<file path="src/rtl/cmp_pkg.sv">
// Shared types and constants for the serial magnitude comparator.
// Flag layout matches the external 4-bit comparator output.
package cmp_pkg;

    typedef enum logic [1:0] {
        IDLE,
        SCAN,
        DONE
    } state_t;

    localparam int FLAG_EQ  = 0;
    localparam int FLAG_LT  = 1;
    localparam int FLAG_GT  = 2;
    localparam int FLAG_RSV = 3;

    localparam logic [3:0] CODE_EQ = 4'b0001;
    localparam logic [3:0] CODE_LT = 4'b0010;
    localparam logic [3:0] CODE_GT = 4'b0100;

    function automatic int idx_w(input int nib);
        return (nib > 1) ? $clog2(nib) : 1;
    endfunction

endpackage

</file>
<file path="src/rtl/serial_magnitude_compare_if.sv">
// Request/result handshake bundle for the serial comparator.
// master = requester/consumer, slave = comparator block.
interface serial_magnitude_compare_if #(
    parameter int WIDTH = 16
);
    localparam int NIB = WIDTH / 4;
    localparam int CW  = $clog2(NIB + 1);

    logic             start_valid;
    logic             start_ready;
    logic [WIDTH-1:0] a;
    logic [WIDTH-1:0] b;
    logic             signed_mode;
    logic             res_valid;
    logic             res_ready;
    logic [3:0]       res_flags;
    logic [CW-1:0]    res_count;
    logic             res_err;

    modport master (
        output start_valid, a, b, signed_mode, res_ready,
        input  start_ready, res_valid, res_flags, res_count, res_err
    );

    modport slave (
        input  start_valid, a, b, signed_mode, res_ready,
        output start_ready, res_valid, res_flags, res_count, res_err
    );

endinterface

</file>
<file path="src/rtl/nibble_select.sv">
// Combinational nibble picker: returns vec[4*idx+3:4*idx].
// Out-of-range idx yields zero.
module nibble_select
    import cmp_pkg::*;
#(
    parameter int WIDTH = 16
) (
    input  logic [WIDTH-1:0]              vec,
    input  logic [idx_w(WIDTH/4)-1:0]     idx,
    output logic [3:0]                    nib
);
    localparam int NIB = WIDTH / 4;
    localparam int IW  = idx_w(NIB);

    // One-hot match of idx against each nibble position
    always_comb begin
        nib = '0;
        for (int i = 0; i < NIB; i++) begin
            if (idx == IW'(i)) nib = vec[4*i +: 4];
        end
    end

endmodule

</file>
<file path="src/rtl/serial_magnitude_compare.sv">
// Multi-cycle magnitude compare, MSB nibble first, early exit.
// Signed mode biases the sign bit so the unsigned scan gives signed order.
module serial_magnitude_compare
    import cmp_pkg::*;
#(
    parameter int WIDTH = 16
) (
    input  logic                      clk,
    input  logic                      rst_n,
    serial_magnitude_compare_if.slave bus,
    output logic [3:0]                cmp_a,
    output logic [3:0]                cmp_b,
    input  logic [3:0]                cmp_y
);
    localparam int NIB = WIDTH / 4;
    localparam int CW  = $clog2(NIB + 1);
    localparam int IW  = idx_w(NIB);

    state_t           state;
    logic [WIDTH-1:0] a_r;
    logic [WIDTH-1:0] b_r;
    logic [IW-1:0]    idx;
    logic [CW-1:0]    cnt;
    logic [WIDTH-1:0] bias;
    logic [3:0]       sel_a;
    logic [3:0]       sel_b;

    nibble_select #(.WIDTH(WIDTH)) u_sel_a (
        .vec (a_r),
        .idx (idx),
        .nib (sel_a)
    );

    nibble_select #(.WIDTH(WIDTH)) u_sel_b (
        .vec (b_r),
        .idx (idx),
        .nib (sel_b)
    );

    assign bus.start_ready = (state == IDLE);
    assign bus.res_valid   = (state == DONE);
    assign cmp_a = (state == SCAN) ? sel_a : 4'h0;
    assign cmp_b = (state == SCAN) ? sel_b : 4'h0;

    // Sign-bit flip mask applied to both operands at capture
    always_comb begin
        bias = '0;
        bias[WIDTH-1] = bus.signed_mode;
    end

    // Capture, nibble scan and result hold
    always_ff @(posedge clk or negedge rst_n) begin
        if (!rst_n) begin
            state         <= IDLE;
            a_r           <= '0;
            b_r           <= '0;
            idx           <= '0;
            cnt           <= '0;
            bus.res_flags <= '0;
            bus.res_count <= '0;
            bus.res_err   <= 1'b0;
        end else begin
            unique case (state)
                IDLE: begin
                    if (bus.start_valid) begin
                        a_r   <= bus.a ^ bias;
                        b_r   <= bus.b ^ bias;
                        idx   <= IW'(NIB - 1);
                        cnt   <= '0;
                        state <= SCAN;
                    end
                end
                SCAN: begin
                    cnt <= cnt + CW'(1);
                    unique case (cmp_y)
                        CODE_EQ: begin
                            if (idx != '0) begin
                                idx <= idx - IW'(1);
                            end else begin
                                bus.res_flags <= CODE_EQ;
                                bus.res_err   <= 1'b0;
                                bus.res_count <= cnt + CW'(1);
                                state         <= DONE;
                            end
                        end
                        CODE_LT, CODE_GT: begin
                            bus.res_flags <= cmp_y;
                            bus.res_err   <= 1'b0;
                            bus.res_count <= cnt + CW'(1);
                            state         <= DONE;
                        end
                        default: begin
                            bus.res_flags <= '0;
                            bus.res_err   <= 1'b1;
                            bus.res_count <= cnt + CW'(1);
                            state         <= DONE;
                        end
                    endcase
                end
                DONE: begin
                    if (bus.res_ready) state <= IDLE;
                end
                default: state <= IDLE;
            endcase
        end
    end

endmodule

</file>
<file path="src/flat_wrapper.sv">
// flat-port wrapper written by rule: the top's interface ports become plain ports
module serial_magnitude_compare_flat import cmp_pkg::*;
#(
    parameter int WIDTH = 16
)
  (clk, rst_n, cmp_a, cmp_b, cmp_y, bus_start_valid, bus_a, bus_b, bus_signed_mode, bus_res_ready, bus_start_ready, bus_res_valid, bus_res_flags, bus_res_count, bus_res_err);
  serial_magnitude_compare_if #(.WIDTH(WIDTH)) bus_i ();
  input  logic clk;
  input  logic rst_n;
  output logic [3:0] cmp_a;
  output logic [3:0] cmp_b;
  input  logic [3:0] cmp_y;
  input wire logic [$bits(bus_i.start_valid)-1:0] bus_start_valid;
  input wire logic [$bits(bus_i.a)-1:0] bus_a;
  input wire logic [$bits(bus_i.b)-1:0] bus_b;
  input wire logic [$bits(bus_i.signed_mode)-1:0] bus_signed_mode;
  input wire logic [$bits(bus_i.res_ready)-1:0] bus_res_ready;
  output wire logic [$bits(bus_i.start_ready)-1:0] bus_start_ready;
  output wire logic [$bits(bus_i.res_valid)-1:0] bus_res_valid;
  output wire logic [$bits(bus_i.res_flags)-1:0] bus_res_flags;
  output wire logic [$bits(bus_i.res_count)-1:0] bus_res_count;
  output wire logic [$bits(bus_i.res_err)-1:0] bus_res_err;
  assign bus_i.start_valid = bus_start_valid;
  assign bus_i.a = bus_a;
  assign bus_i.b = bus_b;
  assign bus_i.signed_mode = bus_signed_mode;
  assign bus_i.res_ready = bus_res_ready;
  assign bus_start_ready = bus_i.start_ready;
  assign bus_res_valid = bus_i.res_valid;
  assign bus_res_flags = bus_i.res_flags;
  assign bus_res_count = bus_i.res_count;
  assign bus_res_err = bus_i.res_err;
  serial_magnitude_compare #(.WIDTH(WIDTH)) u_core (.clk(clk), .rst_n(rst_n), .bus(bus_i), .cmp_a(cmp_a), .cmp_b(cmp_b), .cmp_y(cmp_y));
endmodule
</file>
<file path="config.mk">
export PLATFORM = sky130hd
export DESIGN_NAME = serial_magnitude_compare_flat
export DESIGN_NICKNAME = d
export VERILOG_FILES = /design/src/rtl/cmp_pkg.sv /design/src/rtl/serial_magnitude_compare_if.sv /design/src/rtl/nibble_select.sv /design/src/rtl/serial_magnitude_compare.sv /design/src/flat_wrapper.sv
export SDC_FILE = /design/constraint.sdc
export NUM_CORES = 1
export LEC_CHECK = 0
export CAP_MARGIN = 40
export CORE_MARGIN = 2
export CORE_UTILIZATION = 43
export DETAILED_ROUTE_END_ITERATION = 10
export PLACE_DENSITY = 0.75
export SYNTH_ARGS = -nofsm -noshare
export SYNTH_HDL_FRONTEND = slang
export SYNTH_SLANG_ARGS = --single-unit
export TNS_END_PERCENT = 100
</file>
<file path="constraint.sdc">
create_clock -name clk -period 1.8 [get_ports clk]
set_clock_uncertainty 0.15 [all_clocks]
set_input_delay 0.27 -clock clk [delete_from_list [all_inputs] [get_ports clk]]
set_output_delay 0.27 -clock clk [all_outputs]
set_load 0.05 [all_outputs]
</file>
* After elaboration in Yosys (flattened, before gate mapping)
Cells that the tools add are included.
Storage, ports and cells: register bits 47, input port bits 41, output and inout port bits 18, word-level logic and storage cells 63
Operators by class: add/sub/neg operators 2, eq/ne operators 14, mux-type cells 27, bitwise gates (word level) 2, reductions and logical operators 10
Operator list (number):
- two-way mux 4 bit | 11
- bitwise XOR 16 bit | 2
- two-way mux 2 bit | 7
- != test 2 bit (second input constant) | 5
- two-way mux 3 bit | 3
- one-hot mux 4 bit (2 select lines) | 1
- == test 2 bit (second input constant) | 3
- one-hot mux 2 bit (3 select lines) | 1
- one-hot mux 3 bit (2 select lines) | 1
- AND reduction 2 bit | 3
- == test 2 x 1 -> 1 bit (second input constant) | 2
- == test 4 x 1 -> 1 bit (second input constant) | 1
- == test 4 x 2 -> 1 bit (second input constant) | 1
- == test 4 x 3 -> 1 bit (second input constant) | 1
- logical NOT 2 bit | 2
- one-hot mux 2 bit (2 select lines) | 1
- AND reduction 4 bit | 1
- nonzero test 2 bit | 2
- adder 3 x 1 -> 3 bit (second input constant) | 1
- != test 3 bit (second input constant) | 1
- AND reduction 3 bit | 1
- one-hot mux 1 bit (2 select lines) | 1
- OR reduction 2 bit | 1
- subtractor 2 x 1 -> 2 bit (second input constant) | 1
- two-way mux 1 bit | 1

* Depth between registers and ports, before layout
Gate-level depths: netlist of run 1.
depth in word-level cells 6, mapped depth 7

* Cells and area by module
A second synthesis of run 1 with hierarchy kept.
Unflattened totals: cell total of the unflattened synthesis 149, area total of the unflattened synthesis 2158.3 um^2
Modules (own cells, without submodules):
- serial_magnitude_compare | times used 1, cells an instance 141, area each 1948.1 um^2, seq. area each 1176.1 um^2
- nibble_select | times used 2, cells an instance 4, area each 105.1 um^2, seq. area each 0.0 um^2

* Worst setup path before layout of run 1
No wires, ideal clock.
kind reg-to-output, from register u_core.idx[0], to output cmp_a[0], data arrival time 2876 ps, required time 1380 ps, slack -1496 ps, cell stages (with the launch flop) 7, path buffers 2, cells stage by stage dfrtp_1 -> ha_1 -> clkbuf_1 -> nor2b_1 -> clkbuf_1 -> a221oi_1 -> o41ai_1
Between the ends: longest elaborated chain between the ends 6, elaborated cells on any way between the ends 9, those cells by class 3 x eq/ne; 5 x mux; 1 x reduce/logical
RTL lines:
- from (decl) | line serial_magnitude_compare.sv:22 | logic [IW-1:0] idx;
- from (signal assigned) | line serial_magnitude_compare.sv:68 | idx <= IW'(NIB - 1);
- from (signal assigned) | line serial_magnitude_compare.sv:78 | idx <= idx - IW'(1);
- logical NOT 2 bit | line nibble_select.sv:19 | if (idx == IW'(i)) nib = vec[4*i +: 4];
- two-way mux 4 bit (3 in a row) | line nibble_select.sv:19
- two-way mux 4 bit (*) | line nibble_select.sv:19
- two-way mux 4 bit (*) | line serial_magnitude_compare.sv:42 | assign cmp_a = (state == SCAN) ? sel_a : 4'h0;
- to (decl) | line flat_wrapper.sv:10 | output logic [3:0] cmp_a;
Mark *: on every way between the ends. The rest lies on a longest branch, timed or not.

* Worst setup path after layout of run 1
from register u_core.idx[0], to output cmp_b[0]
Between the ends: longest elaborated chain between the ends 6, elaborated cells on any way between the ends 9, those cells by class 3 x eq/ne; 5 x mux; 1 x reduce/logical
RTL lines:
- logical NOT 2 bit | line nibble_select.sv:19
- two-way mux 4 bit (3 in a row) | line nibble_select.sv:19
- two-way mux 4 bit (*) | line nibble_select.sv:19
- two-way mux 4 bit (*) | line serial_magnitude_compare.sv:43 | assign cmp_b = (state == SCAN) ? sel_b : 4'h0;
- to (decl) | line flat_wrapper.sv:11 | output logic [3:0] cmp_b;
Marked as above.

==> metrics, run 1 <==
Die Area approximately 5700 sq um; grt ovf 0; crit path max fanout 6; Top FF cell, synth dfrtp_1; Cell Count, Final, Fillers Out 350; Die W around 76 um; ranking of synthesized cells by instance count 47 x dfrtp_1, 33 x mux2_2, 12 x nor2b_1, 9 x nand3_1, 8 x clkbuf_1; First DRT Iteration DRCs 97; Netlist Area Pre-Place 2200 sq um; share of power burned in registers ~36%; Mapped Cells approximately 180; Total GRT Usage about 22%; RSZ-0062 raised after global routing yes; CP arrival between 1500 and 2000 ps; class of the worst hold path in -> async; switch share between 30% and 40%; Routed WL per cell approximately 18 um; sequential fraction of the synthesis area about 54%; CP required 1380 ps; clk buf depth 2; max-slew violations 0; clock share of power around an eighth; initial antenna violation count 0; first-pass GRT wire length around 9000 um; CTS tree yes; Initial DRT Pass Iterations 4; row count 26; cell type with the highest aggregate area in the netlist dfrtp_1; dpl cells 325; count leader, synth dfrtp_1; vertical die dimension ~76 um; Area Growth Syn to Fin 70.5%; Final Net Count between 300 and 400; library cells used by synthesis 30; # DRC 0; post-synth top area share a little over half; internal power between 3 and 4 mW; fin crit share 134%; syn_area_per_cell roughly 12 sq um; crit path launch u_core.idx[0]; asr flop ratio synth between 90% and 100%; Root Buffer clkbuf_8; final setup margin -606 ps; combinational share of power roughly half; ANT cells 0; via count around 1.8k; fin crit period approximately 2400 ps; Hold WS 302 ps; yosys warns 0; pin count of the biggest net entering global routing 37; DP HPWL 3740 um; fraction of final layout cells sized beyond drive strength 1 roughly 49%; maximum clock frequency just over 0.4 GHz; synthesized flop and latch total between 40 and 50; vias in the first global route between 1.5k and 2k; Final ANT Viol Nets 0; sw power between 2 and 2.5 mW; CTS Buf Count 5; clk sinks 47; Fin. Hold Viols 0; H-tree depth 2; clk_lat worst skew ~300 ps; worst r2r src u_core.state[1]; Core Area between 5000 and 6000 sq um; EDFF count, synth 0; Cell Pwr Density around 1400 nW/um^2; final setup fails 9; vias per cell 5.22; Crit. End Element primary output; Buffers on Ports between 50 and 60; initial cell density of the core between 40% and 50%; clock slew at reported path FFs ~90 ps; status finished, violations left; Mapped Nets 227; final wirelength between 6000 and 7000 um; worst setup path class reg -> out; max-cap violations 0; RePlAce Congestion around 0.74; Power Total 5.34 mW; relative max-transition margin between 60 and 70%; Worst Setup Start Kind flop; leakage dissipation ~1.7 nW; io pins 59; Slew @ Worst Pin approximately 500 ps; Area contributors post-synth dfrtp_1 54%, mux2_2 17%, nor2b_1 3.4%, ha_1 2.8%, a221oi_1 2.8%; failing checks negative setup slack; Worst IR Drop VDD approximately 0.00071 V; pre-CTS setup slack -283 ps
==> timing repair <==
| item | in CTS | in global routing |
|---|---|---|
| buffers inserted | 6 | 11 |
| resized for setup | 13 | 26 |
| cloned | 1 | 2 |
| pin swaps | 3 | 6 |
| hold endpoints to repair | 18 | 0 |
| setup endpoints to repair | 8 | 10 |
| hold buffers | 1 | 0 |
==> sequential cells by signal, indices dropped and copies added (netlist names) <==
name and flops:
u_core.idx 2, u_core.b_r 16, u_core.cnt 3, u_core.bus.res_flags 4, u_core.a_r 16, u_core.state 2
u_core.bus.res_count 3, u_core.bus.res_err 1
==> kinds of logic after synthesis <==
kind of cell	share of synthesized area, %
flops	53.5
simple gates	11.4
mux	18.7
compound gates	9.28
buf+inv	3.07
fa+ha+maj	2.85
xor+xnor	1.20
==> path summary, 6_finish.rpt <==
path / end / slack [ps] / cells after the start
min in group clk: u_core.cnt[2] / 340 / 1
setup reg to reg: u_core.idx[0] / -10 / 5
setup / recovery: cmp_b[0] / -610 / 7
hold reg to reg: u_core.cnt[2] / 340 / 1
hold / removal: u_core.b_r[0] / 300 / 2
max in group asynchronous: u_core.a_r[3] / 590 / 3
==> metal layers <==
metal,up-vias,global-route usage [%],routed length (um)
met5,-,0,0
met1,920,27.2,2530
li1,849,-,-
met3,13,2.78,222
met2,46,37.0,3440
met4,0,10.7,147
==> final cells by class <==
class	count	area [sq um]
Inverter	5	18.8
Timing Repair Buffer	103	1090
Clock buffer	6	82.6
Fill cell	324	1260
Sequential cell	47	1180
Multi-Input combinational cell	117	1270
Clock inverter	2	16.3
Tap cell	70	87.6
==> layout by cell type (no fill, tap or decap), types with 4 or more instances in the layout <==
master           count
dfrtp_1             45
ha_4                 4
nor2_1               7
nor2b_4              5
o21ai_0              5
clkdlybuf4s50_1     39
clkbuf_8             6
mux2i_1              4
buf_12              12
buf_6                5
nor2b_1              7
mux2_2              33
o41ai_4              7
buf_4               42
nand3_1              9
nand2_1              5
==> per-stage QoR <==
step | util, % | TNS, ps | instance area [sq um]
after CTS | 70.6 | -4270 | 3540
after floorplan | - | -2550 | 2370
after global routing | 74.8 | -4970 | 3750
after global placement | 65.8 | -4410 | 3300
after detailed placement | 65.8 | -4600 | 3300
final | 74.8 | -4360 | 3750
==> worst max-delay path, cell delays in order (launching register included) <==
cell     delay, ps
dfrtp_2        450
buf_4          140
buf_4          130
ha_4           170
buf_12         150
buf_12         120
o41ai_4        340
buf_12         180
==> power by group through the flow <==
stage / Combinational, mW / Clock, mW / Sequential (mW)
after floorplan: 1.36 / 0 / 1.93
after global placement: 2.42 / 0 / 1.82
after detailed placement: 2.46 / 0 / 1.84
after CTS: 2.56 / 0.680 / 1.84
after global routing: 2.89 / 0.731 / 1.98
final: 2.73 / 0.682 / 1.93
(Power assumes the default switching activity.)
==> run 2, diff against run 1 <==
SYNTH_HIERARCHICAL = 1   (was unset)
==> metrics, run 2 <==
ranking of synthesized cells by instance count 47 x dfrtp_1, 33 x mux2_2, 9 x and2_1, 8 x mux4_1, 7 x nor2_1 (was 47 x dfrtp_1, 33 x mux2_2, 12 x nor2b_1, 9 x nand3_1, 8 x clkbuf_1); most frequent cells in the layout 46 x dfrtp_1, 35 x clkdlybuf4s50_1, 33 x mux2_2 (was 45 x dfrtp_1, 42 x buf_4, 39 x clkdlybuf4s50_1); dpl cells 279 (was 325); Root Buffer clkbuf_8 (unchanged); vias per cell 5.04 (was 5.22); pin count of the biggest net entering global routing 39 (was 37); total of fill cells in the finished design 361 (was 324); cell type with the highest aggregate area in the netlist dfrtp_1 (unchanged); Cell Count, Final, Fillers Out 292 (was 350); Mapped Cells 149 (was 181); class of the worst hold path in -> reg (was in -> async); asr flop ratio synth 100% (unchanged); yosys warns 6 (was 0); relative max-transition margin 68.2% (was 66.6%); H-tree depth 2 (unchanged); grt ovf 0 (unchanged); syn_area_per_cell 14.5 sq um (was 12.1 sq um); Crit. End Element primary output (unchanged); Worst IR Drop VDD 0.000669 V (was 0.000712 V); status finished, violations left (unchanged); post-synth top area share 54.5% (was 53.5%); Final ANT Viol Nets 0 (unchanged); library cells used by synthesis 27 (was 30); synthesized flop and latch total 47 (unchanged); Routed WL per cell 16.1 um (was 18.1 um); Mapped Nets 192 (was 227); count leader, synth dfrtp_1 (unchanged); row count 25 (was 26); Fin. Hold Viols 0 (unchanged); Top FF cell, synth dfrtp_1 (unchanged); ANT cells 0 (unchanged); vertical die dimension 74.8 um (was 75.5 um); RSZ-0062 raised after global routing yes (unchanged); clk buf depth 2 (unchanged); Die W 74.8 um (was 75.5 um); worst setup path class reg -> out (unchanged); commonest non-fill, non-tap cell in the layout dfrtp_1 (unchanged); top flop regs u_core/a_r (16), u_core/b_r (16), u_core/bus.res_flags (4) (was u_core.a_r (16), u_core.b_r (16), u_core.bus.res_flags (4)); sequential fraction of the synthesis area 54.5% (was 53.5%); Total GRT Usage 19.2% (was 21.7%); Worst Setup Start Kind flop (unchanged); Area Growth Syn to Fin 44.4% (was 70.5%); fin crit period 2060 ps (was 2410 ps); Core Area 4790 sq um (was 5010 sq um); slowest CP cell mux4_2 (was dfrtp_2); # DRC 0 (unchanged); crit path max fanout 3 (was 6); fin crit share 115% (was 134%); via count 1471 (was 1828); Slew @ Worst Pin 476 ps (was 502 ps); Die Area 5600 sq um (was 5700 sq um); max-slew violations 0 (unchanged); max-cap violations 0 (unchanged); First DRT Iteration DRCs 68 (was 97); CTS tree yes (unchanged); CTS Buf Count 5 (unchanged); EDFF count, synth 0 (unchanged); clock slew at reported path FFs 90 ps (about the same); crit-path cells buf_4, mux4_2, and2_4, buf_12 (was buf_4, buf_4, ha_4, buf_12, buf_12, o41ai_4, buf_12); area occupied by multi-input gates 942 sq um (was 1270 sq um); maximum clock frequency 0.485 GHz (was 0.416 GHz); vias in the first global route 1652 (was 1878); CP arrival 1640 ps (was 1990 ps); Initial DRT Pass Iterations 4 (unchanged); Buffers on Ports 58 (unchanged); initial cell density of the core 45.1% (was 43.9%); DP HPWL 3470 um (was 3740 um); io pins 59 (unchanged); final setup margin -263 ps (was -606 ps); Netlist Area Pre-Place 2160 sq um (was 2200 sq um); failing checks negative setup slack (unchanged); Area contributors post-synth dfrtp_1 54%, mux2_2 17%, mux4_1 9.7%, and2_1 2.6%, mux2i_1 1.4% (was dfrtp_1 54%, mux2_2 17%, nor2b_1 3.4%, ha_1 2.8%, a221oi_1 2.8%); Power Total 4.77 mW (was 5.34 mW); fraction of final layout cells sized beyond drive strength 1 42.2% (was 49.3%); Final Net Count 267 (was 325); initial antenna violation count 0 (unchanged); final wirelength 4710 um (was 6340 um); leakage dissipation 1.40 nW (was 1.73 nW); final setup fails 8 (was 9); clk sinks 47 (unchanged); CP required 1380 ps (about the same); RePlAce Congestion 0.770 (was 0.740); Sequential cell area 1180 sq um (about the same); first-pass GRT wire length 7980 um (was 9110 um); Cell Pwr Density 1530 nW/um^2 (was 1420 nW/um^2); clk_lat worst skew 300 ps (about the same); Crit path largest cell delay 490 ps (was 450 ps)
==> run 2: area by class of cell <==
type                       count  area share [%]
clock inverter                 1           0.161
clock buffer                   7            2.45
timing repair buffer          73            26.2
sequential                    47            37.8
multi-input combinational     93            30.2
inverter                       4           0.482
tap                           67            2.69
==> run 2: per-layer routing <==
layer  wire, um  vias to the layer above  global-route usage, %  part of all wire [%]
met2       2450                       45                   33.7                    52
li1           -                      682                      -                     -
met3        274                        2                   5.62                   5.8
met5          0                        -                      0                     0
met4         18                        0                   2.98                  0.38
met1       1970                      742                   24.0                    42
==> run 2: report_power, final <==
group	leakage [nW]	switching [mW]	internal [mW]
combinational	0.798	1.07	1.27
sequential	0.558	0.282	1.53
clock	0.0422	0.338	0.273
total	1.40	1.69	3.07
==> run 2: path summary, 6_finish.rpt <==
path | from | to | slack [ps] | depth (start not counted)
worst max register to register | u_core/idx[0] | u_core/idx[0] | 120 | 6
max in group asynchronous | rst_n | u_core/a_r[10] | 600 | 3
worst min register to register | u_core/bus.res_flags[3] | u_core/bus.res_flags[3] | 340 | 1
min in group asynchronous | rst_n | u_core/cnt[2] | 300 | 2
worst max-delay path | u_core/idx[0] | cmp_b[3] | -260 | 4
worst min-delay path | cmp_y[2] | u_core/bus.res_flags[0] | 200 | 3
==> run 2: critical path, delay by kind of cell (launching register included) <==
kind,cells,cell delay [ps]
buffers and inverters,2,280
flip-flops,1,400
multiplexers,1,490
AND/OR/NAND/NOR,1,160
==> run 2: per-stage QoR <==
stage                     TNS, ps  setup slack, ps  util (%)  hold WS (ps)  cell area (sq um)
after floorplan                 0             58.5         -          -176               2170
after detailed placement    -4780             -304      62.5          95.8               2990
after CTS                   -1950             -258      64.8           306               3100
after global placement      -4300             -285      62.5          84.9               2990
final                       -1980             -263      65.1           198               3120
after global routing        -2410             -319      65.1           232               3120
==> run 2: cell families after synthesis <==
| group | after synthesis | share of synthesized area [%] |
|---|---|---|
| muxes | 44 | 28.3 |
| xor gates and xnor gates | 4 | 1.62 |
| and+or+nand+nor | 32 | 8.93 |
| AOI/OAI and AO/OA | 11 | 3.71 |
| buffers and inverters | 9 | 1.74 |
| DFF | 47 | 54.5 |
| adders and majority gates | 2 | 1.16 |
==> run 2: repair_timing <==
action / CTS / global route
endpoints found under the hold margin: 19 / 0
hold buffers: 1 / 0
gates resized for setup: 19 / 6
setup buffers: 4 / 0
endpoints found under the setup margin: 8 / 13
pin swaps: 0 / 2
